$ cat config.mk
export PLATFORM = sky130hd
export DESIGN_NAME = lc3_mem_if_flat
export DESIGN_NICKNAME = d
export VERILOG_FILES = /design/src/rtl/lc3_mem_if_pkg.sv /design/src/rtl/lc3_mem_if_if.sv /design/src/rtl/lc3_mem_if_wait_timer.sv /design/src/rtl/lc3_mem_if.sv /design/src/flat_wrapper.sv
export SDC_FILE = /design/constraint.sdc
export NUM_CORES = 1
export LEC_CHECK = 0
export BUFFER_PORTS_ARGS = -buffer_cell sky130_fd_sc_hd__buf_2
export CORE_MARGIN = 8
export CORE_UTILIZATION = 45
export CTS_CLUSTER_SIZE = 20
export DETAILED_ROUTE_END_ITERATION = 10
export PLACE_DENSITY = 0.91
export SYNTH_ARGS = -nofsm -noshare
export SYNTH_HDL_FRONTEND = slang
export SYNTH_HIERARCHICAL = 1
export SYNTH_SLANG_ARGS = --single-unit
$ cat constraint.sdc
create_clock -name clk -period 2.6 [get_ports clk]
set_clock_uncertainty 0.1 [all_clocks]
set_input_delay 0.39 -clock clk [delete_from_list [all_inputs] [get_ports clk]]
set_output_delay 0.39 -clock clk [all_outputs]
set_load 0.01 [all_outputs]
$ cat src/rtl/lc3_mem_if_pkg.sv
// Shared types and helpers for the LC-3 memory-access unit.
package lc3_pkg;

  typedef enum logic [1:0] {IDLE, PTR, ACC, RESP} mem_state_t;

  // A zero TIMEOUT still needs a one-bit counter so the RTL elaborates.
  function automatic int wait_cnt_width(input int timeout);
    int w;
    w = $clog2(timeout + 1);
    return (w < 1) ? 1 : w;
  endfunction

endpackage

$ cat src/rtl/lc3_mem_if_if.sv
// CPU request/response bus and memory req/ack bus for the LC-3 memory unit.
interface lc3_cpu_bus #(parameter int ADDR_W = 16, parameter int DATA_W = 16);
  logic              cpu_req_valid;
  logic              cpu_req_ready;
  logic              cpu_req_we;
  logic              cpu_req_indirect;
  logic [ADDR_W-1:0] cpu_req_addr;
  logic [DATA_W-1:0] cpu_req_wdata;
  logic              cpu_rsp_valid;
  logic [DATA_W-1:0] cpu_rsp_rdata;
  logic              cpu_rsp_err;

  modport master (output cpu_req_valid, cpu_req_we, cpu_req_indirect, cpu_req_addr, cpu_req_wdata,
                  input  cpu_req_ready, cpu_rsp_valid, cpu_rsp_rdata, cpu_rsp_err);
  modport slave  (input  cpu_req_valid, cpu_req_we, cpu_req_indirect, cpu_req_addr, cpu_req_wdata,
                  output cpu_req_ready, cpu_rsp_valid, cpu_rsp_rdata, cpu_rsp_err);
endinterface

interface lc3_mem_bus #(parameter int ADDR_W = 16, parameter int DATA_W = 16);
  logic              mem_req;
  logic              mem_we;
  logic [ADDR_W-1:0] mem_addr;
  logic [DATA_W-1:0] mem_wdata;
  logic              mem_ack;
  logic [DATA_W-1:0] mem_rdata;

  modport master (output mem_req, mem_we, mem_addr, mem_wdata, input  mem_ack, mem_rdata);
  modport slave  (input  mem_req, mem_we, mem_addr, mem_wdata, output mem_ack, mem_rdata);
endinterface

$ cat src/rtl/lc3_mem_if_wait_timer.sv
// Per-phase wait counter; expired flags the last allowed cycle of a phase.
module lc3_wait_timer
  import lc3_pkg::*;
#(
  parameter int TIMEOUT = 16
) (
  input  logic clk,
  input  logic reset,
  input  logic clear,
  input  logic enable,
  output logic expired
);

  localparam int CW = wait_cnt_width(TIMEOUT);
  localparam logic [CW-1:0] LIMIT = (TIMEOUT == 0) ? '0 : CW'(TIMEOUT - 1);

  logic [CW-1:0] count;

  always_ff @(posedge clk or posedge reset) begin
    if (reset)
      count <= '0;
    else if (clear)
      count <= '0;
    else if (enable && (TIMEOUT != 0))
      count <= count + 1'b1;
  end

  assign expired = (TIMEOUT != 0) && (count == LIMIT);

endmodule

$ cat src/rtl/lc3_mem_if.sv
// LC-3 memory-access unit: owns MAR/MDR, handles direct and indirect
// (pointer fetch then access) transfers with a per-phase timeout.
module lc3_mem_if
  import lc3_pkg::*;
#(
  parameter int ADDR_W  = 16,
  parameter int DATA_W  = 16,
  parameter int TIMEOUT = 16
) (
  input  logic              clk,
  input  logic              reset,
  lc3_cpu_bus.slave         cpu,
  lc3_mem_bus.master        mem,
  output logic [ADDR_W-1:0] mar,
  output logic [DATA_W-1:0] mdr
);

  generate
    if (ADDR_W > DATA_W) begin : g_width_check
      $error("lc3_mem_if: ADDR_W must not exceed DATA_W");
    end
  endgenerate

  mem_state_t        state, state_next;
  logic [ADDR_W-1:0] mar_next;
  logic [DATA_W-1:0] mdr_next;
  logic              we_q, we_next;
  logic              err_q, err_next;
  logic              timer_clear;
  logic              expired;

  always_ff @(posedge clk or posedge reset) begin
    if (reset) begin
      state <= IDLE;
      mar   <= '0;
      mdr   <= '0;
      we_q  <= 1'b0;
      err_q <= 1'b0;
    end else begin
      state <= state_next;
      mar   <= mar_next;
      mdr   <= mdr_next;
      we_q  <= we_next;
      err_q <= err_next;
    end
  end

  // An ack on the expiry edge still completes the phase; ack is checked first.
  always_comb begin
    state_next  = state;
    mar_next    = mar;
    mdr_next    = mdr;
    we_next     = we_q;
    err_next    = err_q;
    timer_clear = 1'b0;
    case (state)
      IDLE: begin
        if (cpu.cpu_req_valid) begin
          mar_next    = cpu.cpu_req_addr;
          if (cpu.cpu_req_we)
            mdr_next  = cpu.cpu_req_wdata;
          we_next     = cpu.cpu_req_we;
          err_next    = 1'b0;
          timer_clear = 1'b1;
          state_next  = cpu.cpu_req_indirect ? PTR : ACC;
        end
      end
      PTR: begin
        if (mem.mem_ack) begin
          mar_next    = mem.mem_rdata[ADDR_W-1:0];
          timer_clear = 1'b1;
          state_next  = ACC;
        end else if (expired) begin
          err_next    = 1'b1;
          state_next  = RESP;
        end
      end
      ACC: begin
        if (mem.mem_ack) begin
          if (!we_q)
            mdr_next  = mem.mem_rdata;
          state_next  = RESP;
        end else if (expired) begin
          err_next    = 1'b1;
          state_next  = RESP;
        end
      end
      RESP:    state_next = IDLE;
      default: state_next = IDLE;
    endcase
  end

  lc3_wait_timer #(.TIMEOUT(TIMEOUT)) u_wait_timer (
    .clk     (clk),
    .reset   (reset),
    .clear   (timer_clear),
    .enable  (mem.mem_req && !mem.mem_ack),
    .expired (expired)
  );

  assign mem.mem_req       = (state == PTR) || (state == ACC);
  assign mem.mem_we        = (state == ACC) && we_q;
  assign mem.mem_addr      = mar;
  assign mem.mem_wdata     = mdr;

  assign cpu.cpu_req_ready = (state == IDLE) && !reset;
  assign cpu.cpu_rsp_valid = (state == RESP);
  assign cpu.cpu_rsp_err   = (state == RESP) && err_q;
  assign cpu.cpu_rsp_rdata = ((state == RESP) && !err_q) ? mdr : '0;

endmodule

$ cat src/flat_wrapper.sv
// flat-port wrapper written by rule: the top's interface ports become plain ports
module lc3_mem_if_flat import lc3_pkg::*;
#(
  parameter int ADDR_W  = 16,
  parameter int DATA_W  = 16,
  parameter int TIMEOUT = 16
)
  (clk, reset, mar, mdr, cpu_cpu_req_valid, cpu_cpu_req_we, cpu_cpu_req_indirect, cpu_cpu_req_addr, cpu_cpu_req_wdata, cpu_cpu_req_ready, cpu_cpu_rsp_valid, cpu_cpu_rsp_rdata, cpu_cpu_rsp_err, mem_mem_req, mem_mem_we, mem_mem_addr, mem_mem_wdata, mem_mem_ack, mem_mem_rdata);
  lc3_cpu_bus #(.ADDR_W(ADDR_W), .DATA_W(DATA_W)) cpu_i ();
  lc3_mem_bus #(.ADDR_W(ADDR_W), .DATA_W(DATA_W)) mem_i ();
  input  logic clk;
  input  logic reset;
  output logic [ADDR_W-1:0] mar;
  output logic [DATA_W-1:0] mdr;
  input wire logic [$bits(cpu_i.cpu_req_valid)-1:0] cpu_cpu_req_valid;
  input wire logic [$bits(cpu_i.cpu_req_we)-1:0] cpu_cpu_req_we;
  input wire logic [$bits(cpu_i.cpu_req_indirect)-1:0] cpu_cpu_req_indirect;
  input wire logic [$bits(cpu_i.cpu_req_addr)-1:0] cpu_cpu_req_addr;
  input wire logic [$bits(cpu_i.cpu_req_wdata)-1:0] cpu_cpu_req_wdata;
  output wire logic [$bits(cpu_i.cpu_req_ready)-1:0] cpu_cpu_req_ready;
  output wire logic [$bits(cpu_i.cpu_rsp_valid)-1:0] cpu_cpu_rsp_valid;
  output wire logic [$bits(cpu_i.cpu_rsp_rdata)-1:0] cpu_cpu_rsp_rdata;
  output wire logic [$bits(cpu_i.cpu_rsp_err)-1:0] cpu_cpu_rsp_err;
  output wire logic [$bits(mem_i.mem_req)-1:0] mem_mem_req;
  output wire logic [$bits(mem_i.mem_we)-1:0] mem_mem_we;
  output wire logic [$bits(mem_i.mem_addr)-1:0] mem_mem_addr;
  output wire logic [$bits(mem_i.mem_wdata)-1:0] mem_mem_wdata;
  input wire logic [$bits(mem_i.mem_ack)-1:0] mem_mem_ack;
  input wire logic [$bits(mem_i.mem_rdata)-1:0] mem_mem_rdata;
  assign cpu_i.cpu_req_valid = cpu_cpu_req_valid;
  assign cpu_i.cpu_req_we = cpu_cpu_req_we;
  assign cpu_i.cpu_req_indirect = cpu_cpu_req_indirect;
  assign cpu_i.cpu_req_addr = cpu_cpu_req_addr;
  assign cpu_i.cpu_req_wdata = cpu_cpu_req_wdata;
  assign cpu_cpu_req_ready = cpu_i.cpu_req_ready;
  assign cpu_cpu_rsp_valid = cpu_i.cpu_rsp_valid;
  assign cpu_cpu_rsp_rdata = cpu_i.cpu_rsp_rdata;
  assign cpu_cpu_rsp_err = cpu_i.cpu_rsp_err;
  assign mem_mem_req = mem_i.mem_req;
  assign mem_mem_we = mem_i.mem_we;
  assign mem_mem_addr = mem_i.mem_addr;
  assign mem_mem_wdata = mem_i.mem_wdata;
  assign mem_i.mem_ack = mem_mem_ack;
  assign mem_i.mem_rdata = mem_mem_rdata;
  lc3_mem_if #(.ADDR_W(ADDR_W), .DATA_W(DATA_W), .TIMEOUT(TIMEOUT)) u_core (.clk(clk), .reset(reset), .cpu(cpu_i), .mem(mem_i), .mar(mar), .mdr(mdr));
endmodule
# [After elaboration in Yosys (flattened, before gate mapping)]
# Index checks and enable logic that the tools add are counted.
[word_totals] register_bits=41
[classes] add_sub_neg=1 eq_ne=11 mux=24 reduce_logical=19
[op_table] op="16-bit two-way mux" n=7
[op_table] op="16-bit case mux with 2 select lines" n=2
[op_table] op="2-bit != test (second input constant)" n=6
[op_table] op="2-bit two-way mux" n=5
[op_table] op="5-bit two-way mux" n=2
[op_table] op="2-bit case mux with 4 select lines" n=1
[op_table] op="2-bit nonzero test" n=4
[op_table] op="5-bit by 1-bit adder with 5-bit output (second input constant)" n=1
[op_table] op="5-bit by 4-bit equality test with 1-bit output (second input constant)" n=1
[op_table] op="1-bit logical AND" n=5
[op_table] op="1-bit two-way mux" n=5
[op_table] op="5-bit AND reduction" n=1
[op_table] op="2-bit equality test (second input constant)" n=2
[op_table] op="1-bit case mux with 2 select lines" n=2
[op_table] op="4-bit AND reduction" n=1
[op_table] op="1-bit zero test" n=3
[op_table] op="3-bit AND reduction" n=1
[op_table] op="2-bit by 1-bit equality test with 1-bit output (second input constant)" n=1
[op_table] op="2-bit zero test" n=1
[op_table] op="2-bit by 1-bit != test with 1-bit output (second input constant)" n=1
[op_table] op="2-bit AND reduction" n=1
[op_table] op="2-bit OR reduction" n=1
[op_table] op="1-bit logical OR" n=1

# [Longest topological paths before layout]
# Gate-level depths: netlist of the first run.
[logic_depth] depth_word=5 depth_mapped=8 mapped_depth_nobuf=6

# [Cells and area by module]
# Netlist of the first run, hierarchy kept.
[modules_own_cells] mod="lc3_mem_if" n_inst=1 cells_each=194 area_each_um2=2307.2 seq_area_each_um2=900.9
[modules_own_cells] mod="lc3_wait_timer" n_inst=1 cells_each=24 area_each_um2=282.8 seq_area_each_um2=125.1

# [Least setup slack after synthesis of the first run]
# OpenSTA, ideal clock, no wires.
[synth_timing] path_type="flip-flop to flip-flop" start="register u_core.state[1]" end="register u_core.u_wait_timer.count[3]" setup_ns=0.125 t_arrival_ns=1.848 required_time_ns=2.375 path_slack_ns=0.527 path_stages_with_launch=9 period_less_slack_ns=2.073 path_cell_list="dfrtp_1 inv_1 ha_1 buf_2 buf_1 nand2_1 nand2_1 and2b_1 mux2_4"
[synth_via] word_cells_on_any_way=8 cone_classes="eq/ne (2); mux (2); reduce/logical (4)"
[synth_rtl] element="start, declared" line_no="lc3_mem_if.sv:24" text="mem_state_t state, state_next;"
[synth_rtl] element="start signal, assigned" line_no="lc3_mem_if.sv:40" text="state <= state_next;"
[synth_rtl] element="2-bit by 1-bit equality test with 1-bit output or 2-bit zero test (tied branches)" line_no="lc3_mem_if.sv:56" text="case (state)"
[synth_rtl] element="1-bit case mux with 2 select lines *" line_no="lc3_mem_if.sv:56"
[synth_rtl] element="net u_core.timer_clear" line_no="lc3_mem_if.sv:29" text="logic timer_clear;"
[synth_rtl] element="5-bit two-way mux or 2-bit nonzero test (tied branches)"
[synth_rtl] element="end signal, assigned" line_no="lc3_mem_if_wait_timer.sv:25" text="count <= count + 1'b1;"
[synth_rtl] element="end, declared" line_no="lc3_mem_if_wait_timer.sv:17" text="logic [CW-1:0] count;"
# Mark *: on every way through the listed nets, which the timed path passes. The rest lies on a longest branch.
# A chain may end at the register's enable or synchronous reset.

# [Worst setup path after layout of the first run]
[layout_timing] start="register u_core.state[0]" end="register u_core.mdr[11]"
[layout_via] elab_chain_cells=3 word_cells_on_any_way=9 cone_classes="eq/ne (5); mux (1); reduce/logical (3)"
[layout_rtl] element="2-bit equality test or 2-bit zero test (tied branches)" line_no="lc3_mem_if.sv:56"
[layout_rtl] element="2-bit != test (no line) or 2-bit nonzero test (tied branches)"
[layout_rtl] element="5-bit AND reduction (no line)"
[layout_rtl] element="end signal, assigned" line_no="lc3_mem_if.sv:42" text="mdr <= mdr_next;"
[layout_rtl] element="end, declared" line_no="lc3_mem_if.sv:15" text="output logic [DATA_W-1:0] mdr"
# Parallel ways exist; a longest one is shown, timed or not.

==> reports/metrics.cfg, run 1 <==
[final_layout]
final_layout_size_suffix_gt1_frac = 0.670
area_growth_syn_to_layout_pct = 25.5
finish.cell_count_without_fillers = 405
num_antenna_cells = 0
mostFrequentLayoutCell = sky130_fd_sc_hd__buf_2
nets = 395
most-common-layout-cells = sky130_fd_sc_hd__buf_2 (138), sky130_fd_sc_hd__mux2_2 (65), sky130_fd_sc_hd__dfrtp_1 (41)
nFillCells = 474

[logic_synthesis]
portion_of_the_post_synthesis_area_used_by_sequential_elements = 0.396
syn-instance-count = 218
ys_async_sr_fraction = 1.00
synth_top_area_frac = 0.396
synth_adder_area_share = 0.0386
synth-simple-area-share = 0.106
synth_edf_count = 0
compound_gate_fraction_of_synth_area = 0.0382
synth_area_leaders = sky130_fd_sc_hd__dfrtp_1 (40%), sky130_fd_sc_hd__mux2_2 (28%), sky130_fd_sc_hd__buf_4 (9.3%)
yosys_register_bits = 41
synth_xor_area_frac = 0.00338
netlist_area_mm2 = 0.00259
combinational_family_with_the_most_area_after_synthesis = multiplexers
syn-mean-instance-area_um2 = 11.9
syn_nets = 280
ys.warnings.count = 6
dominantRegCellSynth = sky130_fd_sc_hd__dfrtp_1
muxShareOfSynthArea = 0.296
synth_area_leader_cell = sky130_fd_sc_hd__dfrtp_1
synth_cell_type_count = 32

[pwr]
leakage_nw = 1.66
power.ir.vdd_worst_mv = 0.761
powerDensity_mw_per_mm2 = 1350

[grt]
grt_pass1_vias = 2283
grt_first_pass_wirelength_mm = 11.2
grt-ovfl-total = 0
grt_start_max_net_pins = 21
global_route.usage.total = 0.165
grt_antenna_before_repair = 0

[routing]
detail-route-antenna-nets = 0
route.final.wire_length_mm = 7.16
route.detailed.wl_per_inst_um = 17.7
post_detailed_route_drc_marker_count = 0
first_pass_iters = 4
routed-wl-met2_mm = 3.65
routedLengthMet1_mm = 2.81
routed-via-count = 2028
met3_routed_wl_um = 533
starting_drc_count_in_detailed_routing = 66
routed_via_density = 5.01
top_layer_used = met4

[sta]
slew_headroom = 0.555
period_needed_ps = 2290
rsz0062_at_grt = false
finalSetupTns_ps = 0
slew_violations = 0
finalCritPeriodShare = 0.880
final.hold.worst_slack_ps = 249
maxClockFrequency_ghz = 0.437
hold_violations = 0
worstMarginPinSlew_ps = 667
finalSetupViolations = 0

[floorplan]
floorplan.initialDensity = 0.467
core_area_mm2 = 0.00554
count_of_pins_on_the_block_boundary = 139
die_height_um = 91.9
placementRows = 27
die-width_um = 91.9
die_area_mm2 = 0.00844

[placement]
numPlacedInstances = 397
buffer_ports.inserted = 138
dpl.hpwl_mm = 5.77
gp_congestion = 0.783

[cts]
clock_tree_from_tritoncts = built
clockBufferDepth = 2
clock_sinks = 41
clk_transition_reported_paths_ps = 70
clkLatencyLatePin_ps = 280
cts_resized = 0
clk_root_buffer_cell = sky130_fd_sc_hd__clkbuf_8
htree_levels = 2
cts_buffers = 5

[setup_path]
timing.critical_path.to_type = flip-flop
crit_chain = inv_1 > ha_1 > nor2_1 > a2111oi_4 > buf_4 > mux2_2
critical_path_buf_inv_count = 2
startpoint_type = flip-flop
crit_fanout = 11
cp_data_required_time_ps = 2670
cp.depth = 6
critical-path-max-stage-delay_ps = 450
cp_top_family = adder cells
timing_worst_setup_path_type = flip-flop to flip-flop
rr_worst_depth = 6
ff2ff_setup_slack_ps = 310
worstPathArrival_ps = 2350
critPathSlowestCell = sky130_fd_sc_hd__ha_1

[hold_path]
hold_path_class = primary input to flip-flop
hold_path_depth = 2

[run_status]
outcome = finished, final reports clean

[job]
maxCapViolCount = 0

worst paths after layout:
kind	to	startpoint
setup / recovery	u_core/mdr[11]$_DFFE_PP0P_	u_core/state[0]$_DFFE_PP0P_
hold / removal	u_core/we_q$_DFFE_PP0P_	cpu_cpu_req_we
setup reg to reg	u_core/mdr[11]$_DFFE_PP0P_	u_core/state[0]$_DFFE_PP0P_
hold reg to reg	u_core/mar[12]$_DFFE_PP0P_	u_core/mar[12]$_DFFE_PP0P_
max in group asynchronous	u_core/mar[6]$_DFFE_PP0P_	reset
min in group asynchronous	u_core/u_wait_timer/count[1]$_DFFE_PP0P_	reset
cells by family after synthesis:
family / Yosys count
compound gates: 11
simple gates: 44
xor+xnor: 1
mux: 68
flops: 41
buf+inv: 45
fa+ha+maj: 8
layer usage:
metal / vias up / global-route usage
li1: 949 / -
met1: 976 / 0.184
met2: 89 / 0.285
met3: 14 / 0.0505
met4: 0 / 0.0658
met5: - / 0
worst register-to-register path, stage by stage, from the launching register on:
cell and delay (ps):
sky130_fd_sc_hd__dfrtp_1 420, sky130_fd_sc_hd__inv_1 140, sky130_fd_sc_hd__ha_1 450, sky130_fd_sc_hd__nor2_1 150
sky130_fd_sc_hd__a2111oi_4 310, sky130_fd_sc_hd__buf_4 240, sky130_fd_sc_hd__mux2_2 360
cells in the mapped netlist, types with 2 or more instances:
cell type / count
sky130_fd_sc_hd__a21oi_1: 4
sky130_fd_sc_hd__and2_1: 18
sky130_fd_sc_hd__and2b_1: 3
sky130_fd_sc_hd__buf_2: 3
sky130_fd_sc_hd__buf_4: 32
sky130_fd_sc_hd__buf_6: 3
sky130_fd_sc_hd__dfrtp_1: 41
sky130_fd_sc_hd__ha_1: 8
sky130_fd_sc_hd__inv_1: 5
sky130_fd_sc_hd__mux2_2: 65
sky130_fd_sc_hd__mux2i_1: 2
sky130_fd_sc_hd__nand2_1: 4
sky130_fd_sc_hd__nor2_1: 8
sky130_fd_sc_hd__nor2b_1: 4
state kept, by name, indices dropped and copies added (netlist names):
| name | flops |
|---|---|
| u_core/err_q | 1 |
| u_core/mar | 16 |
| u_core/mdr | 16 |
| u_core/state | 2 |
| u_core/u_wait_timer/count | 5 |
| u_core/we_q | 1 |
timing repair:
item	4_1_cts	5_1_grt
hold endpoints to repair	5	0
setup buffers	0	0
hold buffers	1	0
area by class of cell:
class / count / area (um2) / area share
Multi-Input combinational cell: 132 / 1250 / 0.384
Sequential cell: 41 / 1030 / 0.316
Timing Repair Buffer: 148 / 781 / 0.240
Tap cell: 72 / 90.1 / 0.0277
Clock buffer: 7 / 86.3 / 0.0266
Inverter: 5 / 18.8 / 0.00577
metrics by stage:
step | setup WS [ps] | area, um2 | utilization | total power [mW]
detailed placement | 313 | 3150 | 0.569 | 4.04
global placement | 411 | 3150 | 0.569 | 3.93
global route | 179 | 3250 | 0.587 | 4.70
finish | 313 | 3250 | 0.587 | 4.40
CTS | 292 | 3250 | 0.587 | 4.47
floorplan | 527 | 2590 | - | 3.30
power by group:
part | switching (mW) | internal (mW)
Clock | 0.207 | 0.211
Sequential | 0.260 | 0.962
Combinational | 1.34 | 1.42
Total | 1.81 | 2.59
Power figures use the tool's default switching activity.
==> run 2, diff against run 1 <==
CORE_ASPECT_RATIO = 0.9   (was default)
==> reports/metrics.cfg, run 2 (same netlist as run 1, synthesis figures left out) <==
[floorplan]
die-width_um = 96.0  ; +4.5%
placementRows = 26  ; -3.7%
core_area_mm2 = 0.00563  ; +1.6%
die_area_mm2 = 0.00844  ; about the same
floorplan.initialDensity = 0.460  ; -0.00728
count_of_pins_on_the_block_boundary = 139  ; unchanged
die_height_um = 88.0  ; -4.2%

[setup_path]
timing.critical_path.to_type = flip-flop
startpoint_type = flip-flop
cp_data_required_time_ps = 2670  ; about the same
ff2ff_setup_slack_ps = 460  ; +140 ps
crit_fanout = 16  ; +5
timing_worst_setup_path_type = flip-flop to flip-flop
worstPathArrival_ps = 2220  ; -130 ps

[routing]
route.detailed.wl_per_inst_um = 17.1  ; -3.3%
route.final.wire_length_mm = 6.91  ; -3.5%
detail-route-antenna-nets = 0  ; unchanged
first_pass_iters = 4  ; unchanged
post_detailed_route_drc_marker_count = 0  ; unchanged
routed-via-count = 2009  ; -0.94%
routed_via_density = 4.97  ; -0.69%
starting_drc_count_in_detailed_routing = 31  ; -53%

[hold_path]
hold_path_class = primary input to flip-flop

[run_status]
outcome = finished, final reports clean

[sta]
slew_violations = 0  ; unchanged
finalCritPeriodShare = 0.825  ; -0.0549
finalSetupViolations = 0  ; unchanged
period_needed_ps = 2140  ; -143 ps
worstMarginPinSlew_ps = 457  ; -209 ps
maxClockFrequency_ghz = 0.466  ; +6.7%
slew_headroom = 0.694  ; +0.139
rsz0062_at_grt = false
hold_violations = 0  ; unchanged
finalSetupTns_ps = 0  ; unchanged

[job]
maxCapViolCount = 0  ; unchanged

[cts]
clk_root_buffer_cell = sky130_fd_sc_hd__clkbuf_8
cts_buffers = 5  ; unchanged
cts_setup_buffers = 0  ; unchanged
htree_levels = 2  ; unchanged
clock_tree_from_tritoncts = built
clk_transition_reported_paths_ps = 70  ; about the same
clockBufferDepth = 2  ; unchanged
clkLatencyLatePin_ps = 280  ; about the same
clock_sinks = 41  ; unchanged

[final_layout]
stdcell_area_mm2 = 0.00324  ; -0.38%
nets = 397  ; +0.51%
most-common-layout-cells = sky130_fd_sc_hd__buf_2 (138), sky130_fd_sc_hd__mux2_2 (65), sky130_fd_sc_hd__dfrtp_1 (41)
area_growth_syn_to_layout_pct = 25.0
final_layout_size_suffix_gt1_frac = 0.674  ; +0.00398
num_antenna_cells = 0  ; unchanged
mostFrequentLayoutCell = sky130_fd_sc_hd__buf_2
layout_top_registers = u_core/mar: 16 flops, u_core/mdr: 16 flops, u_core/u_wait_timer/count: 5 flops

[grt]
grt-ovfl-total = 0  ; unchanged
grt_antenna_before_repair = 0  ; unchanged
global_route.usage.total = 0.165  ; +0.000802
grt_pass1_vias = 2287  ; +0.18%
grt_start_max_net_pins = 21  ; unchanged
grt_first_pass_wirelength_mm = 10.9  ; -2.9%

[pwr]
power.share.combinational = 0.629  ; +0.002
seq_power_share = 0.283  ; +0.005
powerDensity_mw_per_mm2 = 1340  ; -1.3%
p_sw_mw = 1.79  ; -0.85%
share_clk_of_total_power = 0.088  ; -0.007
power.ir.vdd_worst_mv = 0.655  ; -14%
power_switching_share = 0.414  ; +0.00358
power_report.internal_total_mw = 2.53  ; -2.3%
leakage_nw = 1.67  ; about the same

[placement]
placement.cell_area_mm2 = 0.00315  ; unchanged
gp_congestion = 0.766  ; -2.2%
buffer_ports.inserted = 138  ; unchanged
dpl.hpwl_mm = 5.64  ; -2.2%

-- run 2: cell count changes in the layout (fill, tap and decap cells not counted), sizes merged --
cell    previous run  this run
clkinv             0         1
buf              147       149
clkbuf             7         5
-- run 2: final timing paths --
check | from | endpoint | cells after the start
min reg2reg | u_core/mar[12]$_DFFE_PP0P_ | u_core/mar[12]$_DFFE_PP0P_ | 1
max | u_core/state[0]$_DFFE_PP0P_ | u_core/mdr[5]$_DFFE_PP0P_ | 6
max in group asynchronous | reset | u_core/mdr[0]$_DFFE_PP0P_ | 4
max reg2reg | u_core/state[0]$_DFFE_PP0P_ | u_core/mdr[5]$_DFFE_PP0P_ | 6
min in group asynchronous | reset | u_core/u_wait_timer/count[0]$_DFFE_PP0P_ | 3
min | cpu_cpu_req_we | u_core/we_q$_DFFE_PP0P_ | 2
-- run 2: layer usage --
layer	GRT usage	routed length, um	vias up
met3	0.0394	482	13
met4	0.0753	155	0
met5	0	0	-
li1	-	-	948
met2	0.285	3500	92
met1	0.189	2770	956
-- run 2: critical path, stage by stage (launching register included) --
cell                        delay (ps)
sky130_fd_sc_hd__dfrtp_1           400
sky130_fd_sc_hd__inv_1             110
sky130_fd_sc_hd__ha_1              260
sky130_fd_sc_hd__buf_4             200
sky130_fd_sc_hd__a2111oi_4         290
sky130_fd_sc_hd__buf_4             290
sky130_fd_sc_hd__mux2_2            370
-- run 2: area by class of cell --
cell class	instances	area (um2)
Tap cell	70	87.6
Clock inverter	1	5.00
Sequential cell	41	1030
Multi-Input combinational cell	132	1250
Clock buffer	5	68.8
Inverter	5	18.8
Fill cell	491	2390
Timing Repair Buffer	150	783
-- run 2: power by group through the flow --
stage / clock network, mW / registers, mW / logic [mW]
4_1_cts: 0.401 / 1.23 / 2.77
3_3_place_gp: 0 / 1.21 / 2.68
5_1_grt: 0.429 / 1.28 / 2.95
2_1_floorplan: 0 / 1.32 / 1.98
6_report: 0.382 / 1.22 / 2.72
3_5_place_dp: 0 / 1.24 / 2.76
-- run 2: what timing repair did --
item / 4_1_cts / 5_1_grt
hold buffers: 1 / 0
hold endpoints to repair: 5 / 0
gates resized for setup: 0 / 0
-- run 2: stage by stage --
| step | util | hold slack, ps | setup slack, ps | total power, mW | instances |
|---|---|---|---|---|---|
| detailed placement | 0.560 | 232 | 472 | 4.00 | 397 |
| floorplan | - | 68.5 | 527 | 3.30 | 218 |
| global route | 0.575 | 250 | 360 | 4.66 | 404 |
| global placement | 0.560 | 227 | 565 | 3.90 | 397 |
| CTS | 0.575 | 239 | 450 | 4.40 | 404 |
| finish | 0.575 | 253 | 455 | 4.32 | 404 |
==> run 3, diff against run 2 <==
ABC_AREA = 1   (was default)
CORE_UTILIZATION = 41   (was 45)
PLACE_DENSITY = 0.87   (was 0.91)
clock period = 1.7 ns   (was 2.6 ns; I/O delays follow)
==> reports/metrics.cfg, run 3 <==
[pwr]
power.ir.vdd_worst_mv = 0.831  ; +27%
leakage_nw = 2.16  ; +30%
powerDensity_mw_per_mm2 = 2090  ; +57%
power_report.internal_total_mw = 4.17  ; +65%
share_clk_of_total_power = 0.101  ; +0.013
power.share.combinational = 0.665  ; +0.036
power_switching_share = 0.476  ; +0.0623
p_sw_mw = 3.80  ; +110%
seq_power_share = 0.234  ; -0.049

[placement]
gp_congestion = 0.907  ; +18%
buffer_ports.inserted = 138  ; unchanged
dpl.hpwl_mm = 6.65  ; +18%
preCtsSetupSlack_ps = -1.54  ; -474 ps

[grt]
grt_start_max_net_pins = 37  ; +76%
grt-ovfl-total = 0  ; unchanged
grt_first_pass_wirelength_mm = 13.5  ; +24%
grt_pass1_vias = 2751  ; +20%
global_route.usage.total = 0.180  ; +0.0143
grt_antenna_before_repair = 0  ; unchanged

[routing]
routed_via_density = 4.70  ; -5.4%
route.detailed.wl_per_inst_um = 14.9  ; -13%
post_detailed_route_drc_marker_count = 0  ; unchanged
route.final.wire_length_mm = 8.71  ; +26%
first_pass_iters = 4  ; unchanged
routed-via-count = 2747  ; +37%
detail-route-antenna-nets = 0  ; unchanged
starting_drc_count_in_detailed_routing = 101  ; +230%

[setup_path]
crit_fanout = 8  ; -8
cp_data_required_time_ps = 1340  ; -1330 ps
timing.critical_path.to_type = output pin
worstPathArrival_ps = 1390  ; -830 ps
timing_worst_setup_path_type = flip-flop to output pin
critical-path-max-stage-delay_ps = 400  ; about the same
startpoint_type = flip-flop
critPathSlowestCell = sky130_fd_sc_hd__dfrtp_1
crit_chain = buf_6 > ha_4 > nand2_8 > buf_16 > nor2_1 > buf_2

[sta]
hold_violations = 0  ; unchanged
slew_violations = 0  ; unchanged
finalCritPeriodShare = 1.03
fin_ws_ps = -46.7  ; -502 ps
finalSetupViolations = 22  ; +22
rsz0062_at_grt = true
period_needed_ps = 1750
maxClockFrequency_ghz = 0.573
worstMarginPinSlew_ps = 496  ; +38.4 ps
slew_headroom = 0.668  ; -0.0262
finalSetupTns_ps = -597  ; -597 ps

[logic_synthesis]
syn-instance-count = 366  ; +68%
synth_area_leaders = sky130_fd_sc_hd__dfrtp_1 (38%), sky130_fd_sc_hd__nand2_1 (18%), sky130_fd_sc_hd__buf_4 (9.8%)
netlist_area_mm2 = 0.00269  ; +3.7%
ys_async_sr_fraction = 1.00  ; unchanged
synth_edf_count = 0  ; unchanged
syn_nets = 428  ; +53%
synth_area_leader_cell = sky130_fd_sc_hd__dfrtp_1
dominantRegCellSynth = sky130_fd_sc_hd__dfrtp_1
ys_top_cells_by_count = sky130_fd_sc_hd__nand2_1 (129), sky130_fd_sc_hd__dfrtp_1 (41), sky130_fd_sc_hd__buf_4 (35), sky130_fd_sc_hd__inv_1 (35), sky130_fd_sc_hd__nor2_1 (23)
yosys.cell_count.top_type = sky130_fd_sc_hd__nand2_1
yosys_register_bits = 41  ; unchanged
portion_of_the_post_synthesis_area_used_by_sequential_elements = 0.382  ; -0.0140
syn-mean-instance-area_um2 = 7.34  ; -38%
synth_top_area_frac = 0.382  ; -0.0140
ys.warnings.count = 6  ; unchanged
synth_cell_type_count = 24  ; -25%

[cts]
clk_transition_reported_paths_ps = 80  ; about the same
clock_tree_from_tritoncts = built
clock_sinks = 41  ; unchanged
clkLatencyLatePin_ps = 290  ; about the same
cts_buffers = 5  ; unchanged
clk_root_buffer_cell = sky130_fd_sc_hd__clkbuf_8
clockBufferDepth = 2  ; unchanged
htree_levels = 2  ; unchanged

[final_layout]
most-common-layout-cells = sky130_fd_sc_hd__buf_2 (134), sky130_fd_sc_hd__nand2_1 (108), sky130_fd_sc_hd__dfrtp_1 (41)
nets = 555  ; +40%
final_layout_size_suffix_gt1_frac = 0.502  ; -0.172
num_antenna_cells = 0  ; unchanged
area_growth_syn_to_layout_pct = 41.7
layout_top_registers = u_core/mar: 16 flops, u_core/mdr: 16 flops, u_core/u_wait_timer/count: 5 flops
mostFrequentLayoutCell = sky130_fd_sc_hd__buf_2

[run_status]
outcome = finished, violations left
failed_checks = setup timing

[floorplan]
count_of_pins_on_the_block_boundary = 139  ; unchanged
die_area_mm2 = 0.00940  ; +11%
placementRows = 28  ; +7.7%
core_area_mm2 = 0.00645  ; +15%
die_height_um = 92.8  ; +5.5%
die-width_um = 101  ; +5.6%
floorplan.initialDensity = 0.417  ; -0.0437

[hold_path]
hold_path_class = primary input to flip-flop

[job]
maxCapViolCount = 0  ; unchanged

## run 3: cell types whose count changed after synthesis, moves of 3 or more
| cell | before | now |
|---|---|---|
| sky130_fd_sc_hd__nand2_1 | 4 | 129 |
| sky130_fd_sc_hd__inv_1 | 5 | 35 |
| sky130_fd_sc_hd__or2_2 | 0 | 16 |
| sky130_fd_sc_hd__o21ai_0 | 0 | 22 |
| sky130_fd_sc_hd__clkbuf_1 | 1 | 4 |
| sky130_fd_sc_hd__nand3_1 | 0 | 18 |
| sky130_fd_sc_hd__mux2_2 | 65 | 0 |
| sky130_fd_sc_hd__and2b_1 | 3 | 0 |
| sky130_fd_sc_hd__o21ai_2 | 0 | 8 |
| sky130_fd_sc_hd__buf_4 | 32 | 35 |
| sky130_fd_sc_hd__nor2_1 | 8 | 23 |
| sky130_fd_sc_hd__nor2b_1 | 4 | 0 |
| sky130_fd_sc_hd__o21ai_1 | 0 | 7 |
| sky130_fd_sc_hd__and2_1 | 18 | 0 |
## run 3: final timing paths
| check | from | endpoint | slack [ps] | cells past startpoint |
|---|---|---|---|---|
| worst max register to register | u_core/state[1]$_DFFE_PP0P_ | u_core/mdr[7]$_DFFE_PP0P_ | -20 | 10 |
| worst min-delay path | mem_mem_rdata[11] | u_core/mar[11]$_DFFE_PP0P_ | 180 | 3 |
| worst max-delay path | u_core/state[1]$_DFFE_PP0P_ | cpu_cpu_rsp_rdata[9] | -50 | 6 |
| worst min register to register | u_core/mar[0]$_DFFE_PP0P_ | u_core/mar[0]$_DFFE_PP0P_ | 410 | 2 |
| min in group asynchronous | reset | u_core/u_wait_timer/count[1]$_DFFE_PP0P_ | 340 | 3 |
| max in group asynchronous | reset | u_core/mdr[15]$_DFFE_PP0P_ | 600 | 4 |
## run 3: area by class of cell
class                           count  area (um2)
Sequential cell                    41        1030
Clock inverter                      1        30.0
Tap cell                           90         113
Fill cell                         598        2640
Clock buffer                        7        86.3
Timing Repair Buffer              163         995
Multi-Input combinational cell    245        1410
Inverter                           37         141
## run 3: power groups by stage
stage / logic, mW / registers, mW / clock network, mW
after floorplan: 3.08 / 1.96 / 0
after global placement: 4.35 / 1.80 / 0
after detailed placement: 4.48 / 1.82 / 0
after CTS: 4.70 / 1.81 / 0.829
after global routing: 5.80 / 1.94 / 0.870
final: 5.30 / 1.86 / 0.804
## run 3: logic make-up after synthesis
family,Yosys count,synth area share
buffers and inverters,81,0.174
flip-flops,41,0.382
adder cells (fa/ha/maj),8,0.0373
AO/OA/AOI/OAI,42,0.0937
AND/OR/NAND/NOR,194,0.313
## run 3: worst max-delay path: cells and delay by family, from the launching register on
family	cells	cell delay, ps
AND/OR/NAND/NOR	2	120
flip-flops	1	400
buffers and inverters	3	400
adder cells (fa/ha/maj)	1	170
## run 3: per-layer routing
layer  track usage  vias up  share of wire
met5             0        -              0
li1              -     1355              -
met3        0.0622        5          0.093
met2         0.312      116           0.49
met4        0.0384        0         0.0059
met1         0.208     1271           0.41
## run 3: repair_timing
action / 4_1_cts / 5_1_grt
hold buffers: 1 / 0
endpoints found under the hold margin: 6 / 0
cloned: 1 / 1
buffers inserted: 4 / 3
pin swaps: 1 / 4
endpoints found under the setup margin: 17 / 50
resized for setup: 12 / 60
## run 3: metrics by stage
step / instance area [um2] / hold slack (ps) / power, mW / std cells / util
2_1_floorplan: 2690 / -66.5 / 5.04 / 366 / -
3_3_place_gp: 3330 / 89.7 / 6.16 / 566 / 0.517
3_5_place_dp: 3330 / 78.8 / 6.30 / 566 / 0.517
4_1_cts: 3560 / 162 / 7.34 / 580 / 0.552
5_1_grt: 3800 / 158 / 8.61 / 584 / 0.590
6_report: 3800 / 176 / 7.97 / 584 / 0.590
